<file path="config.mk">
export PLATFORM = sky130hd
export DESIGN_NAME = fetch_buffer
export DESIGN_NICKNAME = d
export VERILOG_FILES = /design/src/rtl/fetch_buffer.sv
export SDC_FILE = /design/constraint.sdc
export NUM_CORES = 1
export LEC_CHECK = 0
export ABC_AREA = 1
export BUFFER_PORTS_ARGS = -buffer_cell sky130_fd_sc_hd__buf_2
export CAP_MARGIN = 20
export CORE_ASPECT_RATIO = 0.8
export CORE_MARGIN = 5
export CORE_UTILIZATION = 55
export DETAILED_ROUTE_END_ITERATION = 16
export PLACE_DENSITY = 0.76
export SYNTH_ARGS = -nofsm -noshare
export SYNTH_HDL_FRONTEND = slang
export SYNTH_SLANG_ARGS = --single-unit
</file>
<file path="constraint.sdc">
create_clock -name clk -period 10.7 [get_ports clk]
set_input_delay 0 -clock clk [delete_from_list [all_inputs] [get_ports clk]]
set_output_delay 0 -clock clk [all_outputs]
set_load 0.02 [all_outputs]
</file>
<file path="src/rtl/fetch_buffer.sv">
// Instruction prefetch queue: issues sequential word fetches, buffers returned
// instructions with their PCs, and presents the head entry to decode.
module fetch_buffer #(
    parameter int          DEPTH     = 4,
    parameter logic [31:0] RESET_PC  = 32'h0000_0000,
    parameter logic [31:0] NOP_INSTR = 32'h0000_0013
) (
    input  logic                       clk,
    input  logic                       reset,
    output logic                       imem_req,
    output logic [31:0]                imem_addr,
    input  logic                       imem_ready,
    input  logic [31:0]                imem_rdata,
    input  logic                       redirect,
    input  logic [31:0]                redirect_pc,
    input  logic                       stall_D,
    output logic [31:0]                Instr,
    output logic [31:0]                pc,
    output logic                       instr_valid,
    output logic [$clog2(DEPTH):0]     occupancy
);

    localparam int PTR_W = $clog2(DEPTH);
    localparam int CNT_W = PTR_W + 1;

    logic [31:0]      instr_mem [DEPTH];
    logic [31:0]      pc_mem    [DEPTH];
    logic [PTR_W-1:0] wr_ptr;
    logic [PTR_W-1:0] rd_ptr;
    logic [CNT_W-1:0] count;
    logic [31:0]      fetch_pc;
    logic             inflight;
    logic [31:0]      inflight_pc;

    logic [CNT_W:0]   credit_used;
    logic             accept;
    logic             enq;
    logic             deq;

    // Handshake: a request transfers on a cycle where imem_req && imem_ready;
    // its data is on imem_rdata exactly one cycle later. Decode consumes the
    // head on a cycle where instr_valid && !stall_D.
    always_comb begin
        credit_used = {1'b0, count} + {{CNT_W{1'b0}}, inflight};
        imem_req    = reset && !redirect && (credit_used < (CNT_W + 1)'(DEPTH));
        imem_addr   = fetch_pc;
        accept      = imem_req && imem_ready;
        instr_valid = reset && (count != '0);
        occupancy   = reset ? count : '0;
        Instr       = instr_valid ? instr_mem[rd_ptr] : NOP_INSTR;
        pc          = instr_valid ? pc_mem[rd_ptr] : 32'h0;
        enq         = inflight;
        deq         = instr_valid && !stall_D;
    end

    always_ff @(posedge clk) begin
        if (!reset) begin
            fetch_pc    <= RESET_PC;
            inflight    <= 1'b0;
            inflight_pc <= 32'h0;
            wr_ptr      <= '0;
            rd_ptr      <= '0;
            count       <= '0;
        end else if (redirect) begin
            // The response landing this cycle belongs to the old stream.
            fetch_pc <= {redirect_pc[31:2], 2'b00};
            inflight <= 1'b0;
            wr_ptr   <= '0;
            rd_ptr   <= '0;
            count    <= '0;
        end else begin
            inflight <= accept;
            if (accept) begin
                inflight_pc <= fetch_pc;
                fetch_pc    <= fetch_pc + 32'd4;
            end
            if (enq) begin
                wr_ptr <= wr_ptr + PTR_W'(1);
            end
            if (deq) begin
                rd_ptr <= rd_ptr + PTR_W'(1);
            end
            if (enq && !deq) begin
                count <= count + CNT_W'(1);
            end else if (!enq && deq) begin
                count <= count - CNT_W'(1);
            end
        end
    end

    // Storage needs no reset: entries are only visible while counted.
    always_ff @(posedge clk) begin
        if (reset && !redirect && enq) begin
            instr_mem[wr_ptr] <= imem_rdata;
            pc_mem[wr_ptr]    <= inflight_pc;
        end
    end

endmodule
</file>
==> results of run 1 <==
## final cells by class
cell class | instances | area share
timing repair buffer | 246 | 0.102
multi-input combinational | 818 | 0.234
clock inverter | 20 | 0.0137
sequential | 318 | 0.556
clock buffer | 36 | 0.0511
inverter | 80 | 0.0193
tap | 312 | 0.0245
## cells by family after synthesis
| kind of cell | Yosys count | synth area share |
|---|---|---|
| and+or+nand+nor | 497 | 0.151 |
| DFF | 318 | 0.671 |
| AOI/OAI and AO/OA | 305 | 0.117 |
| buffers and inverters | 150 | 0.0500 |
| adders and majority gates | 7 | 0.00721 |
| xor gates and xnor gates | 5 | 0.00332 |
| other | 1 | 0.000284 |
## what timing repair did
action / in CTS / in global routing
hold endpoints to repair: 169 / 0
hold buffers: 74 / 0
buffers inserted: 0 / 0
gates resized for setup: 0 / 0
## worst max-delay path, delay by kind of cell (launching register included)
| family | cells | cell delay (ns) |
|---|---|---|
| buffers and inverters | 3 | 1.58 |
| flip-flops | 1 | 0.54 |
| AO/OA/AOI/OAI | 2 | 0.51 |
## cells in the mapped netlist, types with 2 or more instances
cell / count
nand2_1: 144
o21ai_0: 175
and2_1: 2
nand3_1: 42
edfxtp_1: 248
buf_6: 3
buf_2: 14
inv_2: 4
o311ai_0: 2
buf_4: 13
ha_1: 6
a21oi_1: 116
o21ai_1: 5
nor2_1: 295
nand2_2: 2
a31oi_1: 4
xor2_1: 4
nor2_2: 6
clkbuf_1: 40
inv_1: 74
dfxtp_1: 70
nor2_4: 2
## per-layer routing
| layer | track usage | part of all wire | vias up |
|---|---|---|---|
| met4 | 0.0547 | 0.021 | 0 |
| met2 | 0.352 | 0.46 | 404 |
| met5 | 0 | 0 | - |
| met3 | 0.0330 | 0.077 | 49 |
| li1 | - | - | 4784 |
| met1 | 0.310 | 0.44 | 4542 |
## state kept, by name, summed over array words and instances (netlist names), named ones only
signal,flops
enq,1
rd_ptr,2
wr_ptr,2
inflight_pc,30
instr_mem,128
imem_addr,30
count,3
pc_mem,120
## worst paths after layout
path	startpoint	endpoint	slack, ns	cells past startpoint
worst max-delay path	flip-flop	pc[17]	7.49	5
worst min-delay path	redirect	imem_addr[5]	0.03	3
worst max register to register	count[0]	imem_addr[7]	8.33	8
worst min register to register	rd_ptr[1]	flip-flop	0.47	2
## power groups by stage
stage | clock (mW) | combinational, mW | sequential, mW
2_1_floorplan | 0 | 0.0665 | 1.39
3_3_place_gp | 0 | 0.113 | 1.39
3_5_place_dp | 0 | 0.116 | 1.39
4_1_cts | 1.10 | 0.138 | 1.36
5_1_grt | 1.16 | 0.154 | 1.37
6_report | 1.08 | 0.141 | 1.36
## stage by stage
| stage | utilization | hold slack [ns] | area, um^2 |
|---|---|---|---|
| floorplan | - | 0.0989 | 13200 |
| global placement | 0.602 | 0.212 | 14200 |
| detailed placement | 0.602 | 0.216 | 14200 |
| CTS | 0.677 | 0.00749 | 15900 |
| global route | 0.677 | 0.0523 | 15900 |
| finish | 0.677 | 0.0255 | 15900 |
==> results.sh, run 1 <==
export IMPL_run_status="finished clean"
export IMPL_critPathMaxStageDelay_ns=0.69
export IMPL_synth_cells=1283
export IMPL_grt_pass1_wl_um=47700
export IMPL_hp_class="in -> reg"
export IMPL_synth_top_area_share=0.565
export IMPL_worstSkewPairLatency_ns=0.54
export IMPL_final_setup_skew_ns=0.0120
export IMPL_worst_slack_ns=7.49
export IMPL_portBuffers=163
export IMPL_p_sw_frac=0.212
export IMPL_min_period_over_period=0.300
export IMPL_track_usage=0.216
export IMPL_critPathRequiredTime_ns=10.70
export IMPL_remaining_drc_errors=0
export IMPL_synth_edff_count=248
export IMPL_worst_pin_slew_ns=0.961
export IMPL_grt_pass1_vias=9208
export IMPL_ant_nets=0
export IMPL_rsz0062_at_grt="false"
export IMPL_synth_seq_cells=318
export IMPL_fillers=1736
export IMPL_overflow=0
export IMPL_hpwl_um=17200
export IMPL_worstPathMaxFanout=72
export IMPL_cts_tree="built"
export IMPL_areaGrowthSynthToFinish_pct=20.8
export IMPL_cpMaxStageDelayCell="inv_2"
export IMPL_finalHoldViolations=0
export IMPL_clock_path_buffers=3
export IMPL_yosys_cell_types_count=34
export IMPL_synth_area_per_cell_um2=10.3
export IMPL_avgViaCountPerCell=5.34
export IMPL_synth_main_ff_cell="edfxtp_1"
export IMPL_cts_sinks=318
export IMPL_cp_start_kind="flip-flop"
export IMPL_multi_input_area_mm2=0.00372
export IMPL_core_rowCount=50
export IMPL_fmax_mhz=311
export IMPL_wl_per_cell_um=16.6
export IMPL_clock_root_buffer="clkbuf_16"
export IMPL_p_total_mw=2.59
export IMPL_tns_ns=0
export IMPL_die_area_mm2=0.0272
export IMPL_first_pass_iters=5
export IMPL_seq_area_mm2=0.00885
export IMPL_core_mm2=0.0235
export IMPL_synthTopCellsByArea="edfxtp_1 (56%), dfxtp_1 (11%), nor2_1 (8.4%)"
export IMPL_yosys_area_top_type="edfxtp_1"
export IMPL_setup_viol=0
export IMPL_criticalPathCategory="reg -> out"
export IMPL_final_common_cell="nor2_1"
export IMPL_n_antenna_cell=0
export IMPL_power_internal_mw=2.04
export IMPL_place_inst=1700
export IMPL_seq_power_share=0.527
export IMPL_endpoint_kind="output pin"
export IMPL_final_layout_size_suffix_gt1_frac=0.163
export IMPL_place_gp_congestion=0.858
export IMPL_fp_dieH_um=148
export IMPL_fin_nets=1570
export IMPL_antenna_found_initial=0
export IMPL_ios=170
export IMPL_max_cap_violations=0
export IMPL_h_tree_depth=1
export IMPL_grt_max_degree=80
export IMPL_stdcell_count=1830
export IMPL_path_cells="inv_2 -> buf_4 -> o21ai_0 -> a21oi_1 -> buf_2"
export IMPL_power_density_mw_per_mm2=163
export IMPL_pre_cts_slack_ns=8.04
export IMPL_final_cell_mix="nor2_1 (291), edfxtp_1 (248), o21ai_0 (175), buf_2 (163), nand2_1 (144)"
export IMPL_start_util=0.561
export IMPL_p_sw_mw=0.550
export IMPL_p_clk_frac=0.419
export IMPL_vdd_drop_max_v=0.000118
export IMPL_synthArstFlopShare=0
export IMPL_slew_violations=0
export IMPL_power_frac_comb=0.054
export IMPL_drt_iter0_markers=902
export IMPL_wirelength_um=30400
export IMPL_ys_warn_count=0
export IMPL_critPathArrivalTime_ns=3.21
export IMPL_cts_buffers=30
export IMPL_syn_area_mm2=0.0132
export IMPL_finalCriticalPeriod_ns=3.21
export IMPL_cellLeakagePower_nw=6.13
export IMPL_via_count=9779
export IMPL_cts_clk_slew_worst_paths_ns=0.06
export IMPL_die_w_um=183
export IMPL_yosysSeqAreaShare=0.671
export IMPL_slew_headroom=0.359
No activity file was read; power rests on OpenSTA's default activity.
==> run 2: changes to the inputs <==
ABC_AREA = 0   (was 1)
PLACE_DENSITY = 0.77   (was 0.76)
clock period = 3.2 ns   (was 10.7 ns; I/O delays follow)
==> results.sh, run 2 <==
export IMPL_run_status="finished clean"
export IMPL_start_util=0.562
export IMPL_cellLeakagePower_nw=5.35
export IMPL_overflow=0
export IMPL_hpwl_um=16400
export IMPL_postLayoutCellArea_mm2=0.0156
export IMPL_critPathArrivalTime_ns=2.57
export IMPL_r2r_start="imem_addr[4]"
export IMPL_worstSkewPairLatency_ns=0.54
export IMPL_slew_violations=0
export IMPL_wl_met3_um=1810
export IMPL_critPathRequiredTime_ns=3.20
export IMPL_rr_endpoint="imem_addr[31]"
export IMPL_yosys_area_top_type="edfxtp_1"
export IMPL_synth_edff_count=248
export IMPL_critPathMaxStageDelay_ns=0.74
export IMPL_synth_most_common_cell="edfxtp_1"
export IMPL_worstPathMaxFanout=28
export IMPL_remaining_drc_errors=0
export IMPL_clock_root_buffer="clkbuf_16"
export IMPL_cts_resized_gates=0
export IMPL_holdPathStages=4
export IMPL_tns_ns=0
export IMPL_critPathTopFamily="flip-flops"
export IMPL_grt_pass1_vias=7933
export IMPL_wl_met2_um=13300
export IMPL_place_gp_congestion=0.868
export IMPL_placed_cell_area_mm2=0.0139
export IMPL_syn_area_mm2=0.0127
export IMPL_avgViaCountPerCell=5.62
export IMPL_hold_buffers=74
export IMPL_whs_endpoint="imem_addr[13]"
export IMPL_fp_dieH_um=146
export IMPL_top_layer="met4"
export IMPL_worstHoldStart="reset"
export IMPL_rrSetupSlack_ns=0.65
export IMPL_crit_buf_inv=2
export IMPL_die_area_mm2=0.0262
export IMPL_ant_nets=0
export IMPL_synth_commonest_cells="edfxtp_1 (248), nand2_1 (91), dfxtp_1 (70)"
export IMPL_synthTopCellsByArea="edfxtp_1 (59%), dfxtp_1 (11%), mux4_2 (11%)"
export IMPL_synthArstFlopShare=0
export IMPL_areaGrowthSynthToFinish_pct=22.9
export IMPL_h_tree_depth=1
export IMPL_final_common_cell="edfxtp_1"
export IMPL_via_count=7766
export IMPL_cts_clk_slew_worst_paths_ns=0.06
export IMPL_yosys_cell_types_count=54
export IMPL_pre_cts_slack_ns=1.08
export IMPL_cts_sinks=318
export IMPL_cp_start_kind="flip-flop"
export IMPL_fillers=1545
export IMPL_core_rowCount=49
export IMPL_slew_headroom=0.377
export IMPL_yosysSeqAreaShare=0.698
export IMPL_synth_main_ff_cell="edfxtp_1"
export IMPL_setup_viol=0
export IMPL_synth_cells=811
export IMPL_grt_pass1_wl_um=43300
export IMPL_path_cells="buf_12 -> mux4_2 -> or2_2 -> buf_2"
export IMPL_regMostFlops="instr_mem"
export IMPL_grt_max_degree=64
export IMPL_wl_per_cell_um=19.7
export IMPL_endpoint_kind="output pin"
export IMPL_worst_pin_slew_ns=0.935
export IMPL_ios=170
export IMPL_power_density_mw_per_mm2=533
export IMPL_cts_tree="built"
export IMPL_synth_seq_cells=318
export IMPL_max_cap_violations=0
export IMPL_ys_warn_count=0
export IMPL_cts_buffers=30
export IMPL_critical_path_depth=4
export IMPL_track_usage=0.204
export IMPL_finalCriticalPeriod_ns=2.57
export IMPL_wirelength_um=27200
export IMPL_vdd_drop_max_v=0.000496
export IMPL_finalHoldViolations=0
export IMPL_core_mm2=0.0226
export IMPL_cpMaxStageDelayCell="dfxtp_4"
export IMPL_drt_iter0_markers=579
export IMPL_synth_top_area_share=0.588
export IMPL_hold_ws_ns=0.0326
export IMPL_antenna_found_initial=1
export IMPL_clock_path_buffers=3
export IMPL_fin_nets=1127
export IMPL_rsz0062_at_grt="false"
export IMPL_post_cts_buffers=0
export IMPL_die_w_um=180
export IMPL_top_regs="instr_mem (128), pc_mem (120)"
export IMPL_synth_area_per_cell_um2=15.6
export IMPL_final_cell_mix="edfxtp_1 (248), buf_2 (163), nand2_1 (91), dlygate4sd3_1 (74), dfxtp_1 (68)"
export IMPL_portBuffers=163
export IMPL_first_pass_iters=5
export IMPL_hp_class="in -> reg"
export IMPL_criticalPathCategory="reg -> out"
export IMPL_worst_slack_ns=0.634
export IMPL_final_layout_size_suffix_gt1_frac=0.281
export IMPL_met1Wirelength_um=11600
export IMPL_final_setup_skew_ns=0.0130
export IMPL_place_inst=1251
export IMPL_stdcell_count=1381
export IMPL_worstRegToRegCells=6
export IMPL_min_period_over_period=0.802
export IMPL_fmax_mhz=390
export IMPL_largest_reg_flops=128
==> run 2: how the worst max path moves through the flow <==
stage,endpoint,slack [ns]
after floorplan,instr_mem[2][0],0.74
after global routing,imem_addr[31],0.44
after detailed placement,imem_addr[28],1.08
after CTS,Instr[1],0.56
final,Instr[1],0.63
after global placement,imem_addr[28],1.12
==> run 2: power by group <==
group	internal, mW	switching (mW)	total, mW
Clock	1.92	1.42	3.34
Sequential	4.47	0.0653	4.53
Combinational	0.190	0.240	0.430
Total	6.58	1.72	8.31
==> run 2: cell type report <==
type | count | area, um^2 | area share
Antenna cell | 1 | 2.50 | 0.000161
Clock buffer | 44 | 855 | 0.0549
Clock inverter | 11 | 85.1 | 0.00546
Inverter | 11 | 41.3 | 0.00265
Multi-Input combinational cell | 436 | 3600 | 0.231
Sequential cell | 318 | 8860 | 0.569
Tap cell | 306 | 383 | 0.0246
Timing Repair Buffer | 254 | 1750 | 0.112
==> run 2: cell families after synthesis <==
kind of cell	synth area share
mux	0.114
simple gates	0.103
compound gates	0.0456
fa+ha+maj	0.00750
xor+xnor	0.0104
other cells	0.000296
buf+inv	0.0205
flops	0.698
==> run 2: worst reg2reg max path, cell delays in order (launching register included) <==
cell and delay [ns]:
dfxtp_1 0.45, nand3_2 0.20, nor4_2 0.69, nand4_1 0.21
xnor2_1 0.16, a22o_1 0.18, dlygate4sd3_1 0.55
==> run 2: per-layer routing <==
metal | up-vias | track usage
met5 | - | 0
met2 | 291 | 0.335
met3 | 47 | 0.0405
li1 | 3582 | -
met4 | 0 | 0.0411
met1 | 3846 | 0.290
==> run 2: metrics by stage <==
step	utilization	power (mW)
floorplan	-	4.82
CTS	0.690	8.37
global route	0.690	8.60
finish	0.690	8.31
global placement	0.616	4.96
detailed placement	0.616	4.97
==> run 3: changes to the inputs <==
CORE_UTILIZATION = 52   (was 55)
PLACE_DENSITY = 0.76   (was 0.77)
clock period = 2.3 ns   (was 3.2 ns; I/O delays follow)
==> results.sh, run 3 (synthesized netlist as in run 2, its figures left out) <==
export IMPL_wirelength_um=28900
export IMPL_overflow=0
export IMPL_clock_path_buffers=3
export IMPL_cts_buffers=29
export IMPL_track_usage=0.210
export IMPL_endpoint_kind="flip-flop"
export IMPL_final_util=0.655
export IMPL_grt_pass1_vias=8013
export IMPL_die_w_um=185
export IMPL_die_area_mm2=0.0276
export IMPL_fillers=1707
export IMPL_setup_viol=0
export IMPL_finalHoldViolations=0
export IMPL_regMostFlops="instr_mem"
export IMPL_max_cap_violations=0
export IMPL_tns_ns=0
export IMPL_first_pass_iters=5
export IMPL_power_density_mw_per_mm2=734
export IMPL_core_rowCount=51
export IMPL_final_layout_size_suffix_gt1_frac=0.298
export IMPL_h_tree_depth=1
export IMPL_slew_violations=0
export IMPL_placed_cell_area_mm2=0.0141
export IMPL_worst_pin_slew_ns=0.622
export IMPL_grt_busiest_layer="met2"
export IMPL_clock_root_buffer="clkbuf_16"
export IMPL_finalCriticalPeriod_ns=2.22
export IMPL_path_cells="and4bb_1 -> nand2_2 -> clkinv_4 -> nand4_1 -> and3_1 -> o21a_1 -> dlygate4sd3_1"
export IMPL_criticalPathCategory="reg -> reg"
export IMPL_met3_usage=0.0384
export IMPL_slew_headroom=0.582
export IMPL_cpMaxStageDelayCell="dlygate4sd3_1"
export IMPL_top_regs="instr_mem (128), pc_mem (120)"
export IMPL_fmax_mhz=450
export IMPL_start_util=0.524
export IMPL_hp_class="in -> reg"
export IMPL_fp_dieH_um=150
export IMPL_portBuffers=163
export IMPL_ios=170
export IMPL_core_mm2=0.0242
export IMPL_postLayoutCellArea_mm2=0.0158
export IMPL_cp_start_kind="flip-flop"
export IMPL_cellLeakagePower_nw=5.50
export IMPL_multi_input_area_mm2=0.00361
export IMPL_final_setup_skew_ns=0.0290
export IMPL_cts_clk_slew_worst_paths_ns=0.07
export IMPL_drt_iter0_markers=605
export IMPL_ant_nets=0
export IMPL_final_cell_mix="edfxtp_1 (248), buf_2 (163), nand2_1 (91), dlygate4sd3_1 (76), dfxtp_1 (67)"
export IMPL_cts_tree="built"
export IMPL_final_common_cell="edfxtp_1"
export IMPL_critPathMaxStageDelay_ns=0.58
export IMPL_hpwl_um=17600
export IMPL_worstSkewPairLatency_ns=0.55
export IMPL_areaGrowthSynthToFinish_pct=25.0
export IMPL_run_status="finished clean"
export IMPL_via_count=7975
export IMPL_met1_usage=0.309
export IMPL_antenna_found_initial=0
export IMPL_worstPathMaxFanout=11
export IMPL_seq_area_mm2=0.00886
export IMPL_cts_sinks=318
export IMPL_rsz0062_at_grt="false"
export IMPL_min_period_over_period=0.967
export IMPL_place_gp_congestion=0.897
export IMPL_p_total_mw=11.6
export IMPL_wl_per_cell_um=20.4
export IMPL_grt_max_degree=64
export IMPL_critPathRequiredTime_ns=2.73
export IMPL_avgViaCountPerCell=5.64
export IMPL_met2_usage=0.335
export IMPL_n_antenna_cell=0
export IMPL_vdd_drop_max_v=0.000573
export IMPL_grt_pass1_wl_um=45300
export IMPL_largest_reg_flops=128
export IMPL_critPathArrivalTime_ns=2.66
export IMPL_hold_ws_ns=0.0336
export IMPL_fin_nets=1149
export IMPL_remaining_drc_errors=0
==> run 3: cell count changes in the layout (fill, tap and decap cells not counted), sizes merged <==
| cell | before | now |
|---|---|---|
| clkbuf | 44 | 34 |
| bufinv | 1 | 3 |
| dlygate4sd3 | 74 | 76 |
| diode | 1 | 0 |
| buf | 180 | 201 |
| clkinv | 10 | 15 |
| clkinvlp | 0 | 1 |
==> run 3: layout make-up <==
class                           count  share of cell area
Sequential cell                   318               0.559
Multi-Input combinational cell    436               0.228
Timing Repair Buffer              277               0.126
Clock buffer                       34              0.0476
Tap cell                          318              0.0251
Clock inverter                     19              0.0107
Inverter                           11             0.00292
==> run 3: what timing repair did <==
| item | in CTS | in global routing |
|---|---|---|
| hold buffers | 76 | 0 |
| hold endpoints to repair | 162 | 0 |
| setup endpoints to repair | 7 | 3 |
| pin swaps | 0 | 1 |
| gates resized for setup | 1 | 9 |
| buffers inserted | 3 | 4 |
==> run 3: worst paths after layout <==
check,from,end,slack (ns),depth (start not counted)
max,count[2],imem_addr[6],0.08,7
min,redirect,imem_addr[25],0.03,5
max reg2reg,count[2],imem_addr[6],0.08,7
min reg2reg,inflight_pc[13],inflight_pc[13],0.50,2
==> run 3: per-stage QoR <==
stage	worst slack, ns	std cells
after detailed placement	0.208	1277
after CTS	0.0146	1409
after global placement	0.251	1277
final	0.0763	1413
after floorplan	-0.146	814
after global routing	0.00686	1413
==> run 3: routing by layer <==
| layer | part of all wire | up-vias |
|---|---|---|
| li1 | - | 3629 |
| met1 | 0.43 | 3960 |
| met2 | 0.47 | 346 |
| met3 | 0.085 | 40 |
| met4 | 0.020 | 0 |
| met5 | 0 | - |
==> run 3: critical path: cells and delay by family (launching register included) <==
family | cells | cell delay [ns]
buffers and inverters | 2 | 0.70
AO/OA/AOI/OAI | 1 | 0.20
flip-flops | 1 | 0.37
AND/OR/NAND/NOR | 4 | 0.83
==> run 3: report_power, final <==
group / internal, mW / switching (mW) / leakage (nW)
Clock: 2.67 / 1.99 / 0.453
Combinational: 0.286 / 0.365 / 2.30
Sequential: 6.22 / 0.0815 / 2.75
